## src/rtl/if_fetch_stage_pkg.sv

```systemverilog
// -----------------------------------------------------------------------------
// if_fetch_stage_pkg
// Shared definitions for the CPU instruction-fetch stage:
//   WORD_W       - machine word width (instructions and word addresses)
//   NOP_INSTR_C  - encoding injected into IF/ID as a bubble
//   RESET_PC_C   - default PC after reset
//   fetch_state_e- RUN / PEND redirect-tracking states
//   ifid_op_e    - command to the IF/ID register (hold / bubble / load)
//   pc_inc()     - 16-bit modulo PC increment
// -----------------------------------------------------------------------------
package if_fetch_stage_pkg;

  localparam int WORD_W = 16;

  typedef logic [WORD_W-1:0] word_t;

  localparam word_t NOP_INSTR_C = 16'h0800;
  localparam word_t RESET_PC_C  = 16'h0000;

  // RUN: no redirect outstanding. PEND: a redirect arrived while the SRAM was
  // busy, so the target is parked until the delay-slot fetch completes.
  typedef enum logic {
    ST_RUN  = 1'b0,
    ST_PEND = 1'b1
  } fetch_state_e;

  typedef enum logic [1:0] {
    IFID_HOLD   = 2'd0,
    IFID_BUBBLE = 2'd1,
    IFID_LOAD   = 2'd2
  } ifid_op_e;

  // Word addresses wrap modulo 2^16.
  function automatic word_t pc_inc(input word_t pc);
    return pc + word_t'(1);
  endfunction

endpackage

```

## src/rtl/if_fetch_stage_if_id_reg.sv

```systemverilog
// -----------------------------------------------------------------------------
// if_id_reg
// The IF/ID pipeline register.
// Ports:
//   clk      - clock, rising edge
//   rst      - synchronous reset, active-low
//   op_i     - IFID_HOLD keeps contents, IFID_BUBBLE injects NOP (pc kept),
//              IFID_LOAD captures instr_i / pc_i as a valid instruction
//   instr_i  - fetched instruction word
//   pc_i     - PC+1 of the fetched instruction
//   instr_o  - registered instruction
//   pc_o     - registered PC+1
//   valid_o  - registered instruction is real (not a bubble)
// -----------------------------------------------------------------------------
module if_id_reg
  import if_fetch_stage_pkg::*;
#(
  parameter word_t NOP_INSTR = NOP_INSTR_C
) (
  input  logic     clk,
  input  logic     rst,
  input  ifid_op_e op_i,
  input  word_t    instr_i,
  input  word_t    pc_i,
  output word_t    instr_o,
  output word_t    pc_o,
  output logic     valid_o
);

  word_t instr_q;
  word_t pc_q;
  logic  valid_q;

  always_ff @(posedge clk) begin
    if (!rst) begin
      instr_q <= NOP_INSTR;
      pc_q    <= '0;
      valid_q <= 1'b0;
    end else begin
      case (op_i)
        IFID_BUBBLE: begin
          // The PC field is left alone so ID still sees the last real PC+1.
          instr_q <= NOP_INSTR;
          valid_q <= 1'b0;
        end
        IFID_LOAD: begin
          instr_q <= instr_i;
          pc_q    <= pc_i;
          valid_q <= 1'b1;
        end
        default: begin
        end
      endcase
    end
  end

  assign instr_o = instr_q;
  assign pc_o    = pc_q;
  assign valid_o = valid_q;

endmodule

```

## src/rtl/if_fetch_stage.sv

```systemverilog
// -----------------------------------------------------------------------------
// if_fetch_stage
// Instruction-fetch stage of the 16-bit pipelined CPU. Owns the PC register,
// the next-PC select and the IF/ID register (if_id_reg).
//
// Ports:
//   clk              - clock, rising edge
//   rst              - synchronous reset, active-low
//   instr_rdata      - instruction word for pc_addr, same cycle
//   mem_busy         - SRAM used by MEM stage; this cycle's fetch fails
//   stall_id         - ID hazard stall; PC, IF/ID and state hold
//   jump_n           - 0 = instruction in ID is a branch/jump
//   br_taken         - ID resolved the transfer as taken (needs jump_n==0)
//   br_target        - redirect target from ID (used unmodified)
//   pc_addr          - current fetch address
//   if_id_instr      - IF/ID instruction
//   if_id_pc         - IF/ID PC+1
//   if_id_valid      - IF/ID holds a real instruction
//   redirect_pending - redirect parked, waiting for the delay-slot fetch
//
// Build option BRANCH_FLUSH_EN: when defined, there is no delay slot. A
// redirect flushes IF/ID with a bubble and loads the target immediately,
// even if the SRAM is busy; redirect_pending is then always 0.
// -----------------------------------------------------------------------------
module if_fetch_stage
  import if_fetch_stage_pkg::*;
#(
  parameter word_t RESET_PC  = RESET_PC_C,
  parameter word_t NOP_INSTR = NOP_INSTR_C
) (
  input  logic              clk,
  input  logic              rst,
  input  logic [WORD_W-1:0] instr_rdata,
  input  logic              mem_busy,
  input  logic              stall_id,
  input  logic              jump_n,
  input  logic              br_taken,
  input  logic [WORD_W-1:0] br_target,
  output logic [WORD_W-1:0] pc_addr,
  output logic [WORD_W-1:0] if_id_instr,
  output logic [WORD_W-1:0] if_id_pc,
  output logic              if_id_valid,
  output logic              redirect_pending
);

  word_t    pc_q;
  word_t    pc_d;
  word_t    pc_plus1;
  ifid_op_e ifid_op;
  logic     redirect;

  // br_taken only counts when the jump decoder flags a control transfer.
  assign redirect = ~jump_n & br_taken;
  assign pc_plus1 = pc_inc(pc_q);

`ifdef BRANCH_FLUSH_EN

  // Next-PC select without a delay slot: redirect wins over a busy SRAM
  // because the fetch in flight is discarded anyway.
  always_comb begin
    pc_d    = pc_q;
    ifid_op = IFID_HOLD;
    if (!stall_id) begin
      if (redirect) begin
        pc_d    = br_target;
        ifid_op = IFID_BUBBLE;
      end else if (mem_busy) begin
        ifid_op = IFID_BUBBLE;
      end else begin
        pc_d    = pc_plus1;
        ifid_op = IFID_LOAD;
      end
    end
  end

  always_ff @(posedge clk) begin
    if (!rst) begin
      pc_q <= RESET_PC;
    end else begin
      pc_q <= pc_d;
    end
  end

  assign redirect_pending = 1'b0;

`else

  fetch_state_e state_q;
  word_t        tgt_q;

  // Next-PC select with a delay slot: the instruction at pc_addr is always
  // fetched before the PC moves to a branch target.
  always_comb begin
    pc_d    = pc_q;
    ifid_op = IFID_HOLD;
    if (!stall_id) begin
      if (mem_busy) begin
        ifid_op = IFID_BUBBLE;
      end else begin
        ifid_op = IFID_LOAD;
        if (state_q == ST_PEND) begin
          pc_d = tgt_q;
        end else if (redirect) begin
          pc_d = br_target;
        end else begin
          pc_d = pc_plus1;
        end
      end
    end
  end

  // PC register plus the RUN/PEND tracker. A redirect that meets a busy SRAM
  // cannot move the PC yet (the delay slot has not been fetched), so its
  // target is parked in tgt_q. A second redirect while parked simply
  // replaces the target.
  always_ff @(posedge clk) begin
    if (!rst) begin
      pc_q    <= RESET_PC;
      state_q <= ST_RUN;
      tgt_q   <= '0;
    end else begin
      pc_q <= pc_d;
      if (!stall_id) begin
        case (state_q)
          ST_RUN: begin
            if (mem_busy && redirect) begin
              tgt_q   <= br_target;
              state_q <= ST_PEND;
            end
          end
          ST_PEND: begin
            if (mem_busy) begin
              if (redirect) begin
                tgt_q <= br_target;
              end
            end else begin
              state_q <= ST_RUN;
            end
          end
          default: state_q <= ST_RUN;
        endcase
      end
    end
  end

  assign redirect_pending = (state_q == ST_PEND);

`endif

  assign pc_addr = pc_q;

  if_id_reg #(
    .NOP_INSTR (NOP_INSTR)
  ) u_if_id (
    .clk     (clk),
    .rst     (rst),
    .op_i    (ifid_op),
    .instr_i (instr_rdata),
    .pc_i    (pc_plus1),
    .instr_o (if_id_instr),
    .pc_o    (if_id_pc),
    .valid_o (if_id_valid)
  );

endmodule

```

## config.mk

```make
export PLATFORM = sky130hd
export DESIGN_NAME = if_fetch_stage
export DESIGN_NICKNAME = d
export VERILOG_FILES = /design/src/rtl/if_fetch_stage_pkg.sv /design/src/rtl/if_fetch_stage_if_id_reg.sv /design/src/rtl/if_fetch_stage.sv
export SDC_FILE = /design/constraint.sdc
export NUM_CORES = 1
export LEC_CHECK = 0
export CORE_MARGIN = 4
export CORE_UTILIZATION = 35
export DETAILED_ROUTE_END_ITERATION = 8
export PLACE_DENSITY_LB_ADDON = 0.2
export SLEW_MARGIN = 25
export SYNTH_ARGS = -nofsm -noshare
export SYNTH_HDL_FRONTEND = slang
export SYNTH_HIERARCHICAL = 1
export SYNTH_SLANG_ARGS = --single-unit
```

## constraint.sdc

```tcl
create_clock -name clk -period 4.3 [get_ports clk]
set_clock_uncertainty 0.15 [all_clocks]
set_input_delay 0.86 -clock clk [delete_from_list [all_inputs] [get_ports clk]]
set_output_delay 0.86 -clock clk [all_outputs]
set_load 0.05 [all_outputs]
```

# Word-level counts from Yosys, hierarchy flattened
# Cells that the tools add are included.
# word_totals
regBits	66
latch_bits	0
mem_bits_rw	0
rom_bits	0
input_bits	38
output_inout_bits	50
wordCells	34
memories	0
# op_classes
n_addsub	1
mul	0
n_div	0
magnitude_cmp	0
eq_ne	5
n_shift	0
n_mux	13
n_bitwise	5
reduce_logical	4
# op_table
cell	count
$mux 16	5
$pmux 16 s2	2
$add 16x1->16 const B	1
$ne 2x2->1 const B	3
$mux 2	2
$not 1->1	4
$pmux 1 s2	2
$reduce_and 4->1	1
$eq 2x1->1 const B	1
$eq 2x2->1 const B	1
$mux 1	2
$reduce_and 2->1	1
$reduce_bool 2->1	1
$and 1x1->1	1
$logic_and 1x1->1	1

# Logic depth before layout (Yosys ltp)
# logic_depth
depth_word	5
ltp_mapped	9
ltp_nobuf	6

# By module
# Netlist, hierarchy kept.
# by_module_without_submodules
module	instances	cells_each	area_per_inst_um2	seq_area_each_um2
if_fetch_stage	1	254	2054.5	660.6
if_id_reg	1	129	1332.5	660.6

# Worst setup path before layout
# OpenSTA, ideal clock, no wires.
# synth_timing
kind	in2reg
start	in stall_id
end	reg u_if_id.instr_q[10] (netlist: u_if_id/instr_o[10])
setup_time_ns	0.067
t_arrival_ns	2.291
required_time_ns	4.083
path_slack_ns	1.792
cell_stages	9
n_path_buf	4
cell_sequence	or2_0 buf_2 clkinv_1 buf_2 ha_1 buf_6 nand2b_4 buf_6 o21ai_2
# synth_via
elab_chain_len	3
elab_cells_between_ends	5
cone_classes	eq/ne: 2; mux: 2; reduce/logical: 1
# synth_lines
item	line	source
start, declared	if_fetch_stage.sv:35	input logic stall_id,
$mux 2 (*)	if_fetch_stage.sv:96	if (!stall_id) begin
named net ifid_op[1]	if_fetch_stage.sv:49	ifid_op_e ifid_op;
$eq 2x2->1 or $eq 2x1->1 (tied branches)	if_fetch_stage_if_id_reg.sv:40	case (op_i)
$pmux 16 s2 or $reduce_bool 2->1 (tied branches)	n/a	
end signal, assigned	if_fetch_stage_if_id_reg.sv:47	instr_q <= instr_i;
end, declared	if_fetch_stage_if_id_reg.sv:30	word_t instr_q;
# The timed path passes the listed nets; every way through them passes the cells marked *.
# A chain may end at the register's enable or synchronous reset.

# Worst setup path in the final report
# layout_timing
start	in stall_id
end	reg u_if_id.instr_q[13] (netlist: u_if_id/instr_o[13])
# layout_via
elab_chain_len	3
elab_cells_between_ends	5
cone_classes	eq/ne: 2; mux: 2; reduce/logical: 1
# layout_lines
item	line
$mux 2 (*)	if_fetch_stage.sv:96
$eq 2x2->1 or $eq 2x1->1 (tied branches)	if_fetch_stage_if_id_reg.sv:40
$pmux 16 s2 or $reduce_bool 2->1 (tied branches)	n/a
# Every way passes the cells marked *; elsewhere a longest branch is shown, timed or not.

==> impl_metrics.toml <==
[place]
post-dp-hpwl_um = 6489
pre_cts_ws_ps = 981.3
numPortBuffers = 87
gp_congestion = 0.7923

[cts]
holdBufCountCts = 0
cts_max_level = 3
post_cts_buffers = 0
root_buffer = "clkbuf_8"
cts_sinks = 66
numCtsBuffers = 9
clk_path_buf_depth = 2
tritoncts = "built"
cts_resized = 0
insertion_delay_ps = 330
cts.clk_slew.worst_paths_ps = 80

[route]
avgRoutedWirePerCell_um = 15.34
drt_iter0_drc = 140
first_pass_iters = 4
postRouteAntennaNets = 0
wirelength_um = 9096
dr_total_vias = 2994
drc_errors = 0
via_per_inst = 5.049

[die]
die_h_um = 106.4
die-area_um2 = 11310
coreArea_um2 = 9328
die_w_um = 106.4
ios = 88
initial_core_util = 0.3631
rows = 35

[final_layout]
synthToLayoutAreaGrowth_pct = 33.43
drive_gt1_frac = 0.1056
nNetsFinal = 500
fin_util = 0.4845
num_antenna_cells = 0

[min_path]
min_path_type = "reg2reg"

[sta]
fin_ws_ps = 1360
fin_crit_ps = 2940
worst_slew_pin_slew_ps = 852.8
hold_viol_final = 0
finalCritPeriodShare = 0.6838
max-slew-margin-rel = 0.4315
grt_setup_unrepaired = "no"
setup_viol = 0
fmax_mhz = 340.1
drv_slew = 0
fin_setup_tns_ps = 0

[worst_setup_path]
critPathArrivalTime_ps = 3000
cp_max_fo = 19
cp.required_ps = 4360
critical_path_class = "in2reg"
start_kind = "primary input"
critPathCaptureType = "flip-flop"

[yosys]
synth-edff-count = 0
yosysTopAreaCell = "dfxtp_1"
synth_warnings = 6
syn_inst = 383
synthArstFlopShare = 0
ys_seq_area_frac = 0.3901
ys.flop_type = "dfxtp_1"
synth_top_area_frac = 0.3901
synth_cell_type_count = 67
syn_area_um2 = 3387
synth_area_leaders = "dfxtp_1, nand2_1, mux2i_1, nor2b_1, a21boi_0"
synth_fp_nets = 424
ys_seq_elements = 66
synth_area_per_cell_um2 = 8.843

[pwr]
p_leak_nw = 1.574
power_density_nw_per_um2 = 329.4
peakVddDrop_v = 0.0001544

[global_routing]
grt_pass1_wl_um = 14860
grt_pass1_vias = 2897
track_usage = 0.1624
overflow = 0
grt_max_degree = 44
antenna_found_initial = 0

[status]
status = "complete, no violations"

[job]
max-cap-violations = 0
==> state kept, by name (all words and copies together) (netlist names) <==
signal	count
u_if_id/instr_o	16
pc_addr	16
u_if_id/pc_o	16
u_if_id/valid_o	1
redirect_pending	1
tgt_q	16
==> final cells by class <==
class	instances	area, um^2
fillers	947	4808
multi-input cells	282	1868
flip-flops and latches	66	1321
repair buffers	94	918.4
well taps	129	161.4
clock buffers	10	137.6
clock inverters	6	90.09
inverters	6	22.52
==> synth_stat cells (4+ instances only) <==
master / count
a21boi_0: 17
a21oi_1: 11
buf_2: 19
clkbuf_1: 4
dfxtp_1: 66
inv_1: 5
mux2i_1: 20
nand2_1: 62
nand2b_1: 6
nand3_1: 22
nand3b_1: 4
nand4_1: 4
nor2_1: 8
nor2b_1: 21
nor3_1: 4
o21ai_0: 11
o21ai_2: 10
o31ai_1: 5
xnor2_1: 9
xor2_1: 5
==> logic make-up after synthesis <==
kind of cell / count (synthesis) / share of synthesized area
muxes: 21 / 0.06243
buffers and inverters: 35 / 0.05836
adders and majority gates: 3 / 0.01108
and+or+nand+nor: 158 / 0.2538
DFF: 66 / 0.3901
xor gates and xnor gates: 14 / 0.03620
AOI/OAI and AO/OA: 86 / 0.1880
==> cells in the final DEF, fill, tap and decap left out, types with 9 or more instances in the layout <==
master            n
clkdlybuf4s50_1  86
dfxtp_1          66
nand2_1          62
nand3_1          22
nor2b_1          21
mux2i_1          20
a21boi_0         17
o21ai_0          11
a21oi_1          11
clkbuf_8         10
o21ai_2          10
xnor2_1           9
==> where the power goes <==
| part | switching, mW | internal, mW |
|---|---|---|
| sequential | 0.0230 | 0.630 |
| combinational | 0.142 | 0.105 |
| clock | 0.244 | 0.343 |
| total | 0.410 | 1.08 |
==> metal layers <==
metal,part of all wire,track usage,vias up
li1,-,-,1509
met1,0.49,0.2273,1397
met2,0.44,0.2489,80
met3,0.057,0.03582,8
met4,0.010,0.04995,0
met5,0,0,-
==> final timing paths <==
kind                                 start                   to  slack, ps  cells past startpoint
worst max register to register  pc_addr[0]     u_if_id/pc_o[15]       2200                      6
worst min-delay path              tgt_q[3]             tgt_q[3]        320                      2
worst max-delay path              stall_id  u_if_id/instr_o[13]       1360                      7
worst min register to register    tgt_q[3]             tgt_q[3]        320                      2
==> critical path: stages <==
cell and delay, ps:
clkdlybuf4s50_1 470, or2_0 110, buf_4 210, clkinv_1 110, ha_1 700, nand2b_4 400, o21ai_0 130
==> through the flow <==
step / std cells / cell area (um^2) / total power, mW / hold WS (ps)
finish: 593 / 4519 / 1.489 / 315.9
global route: 593 / 4519 / 1.557 / 341.5
detailed placement: 577 / 4292 / 0.9155 / 307.4
global placement: 577 / 4292 / 0.9126 / 297.4
floorplan: 383 / 3387 / 0.8246 / 288.2
CTS: 593 / 4519 / 1.504 / 317.9
Note: power is estimated with default switching activity, not from simulation.
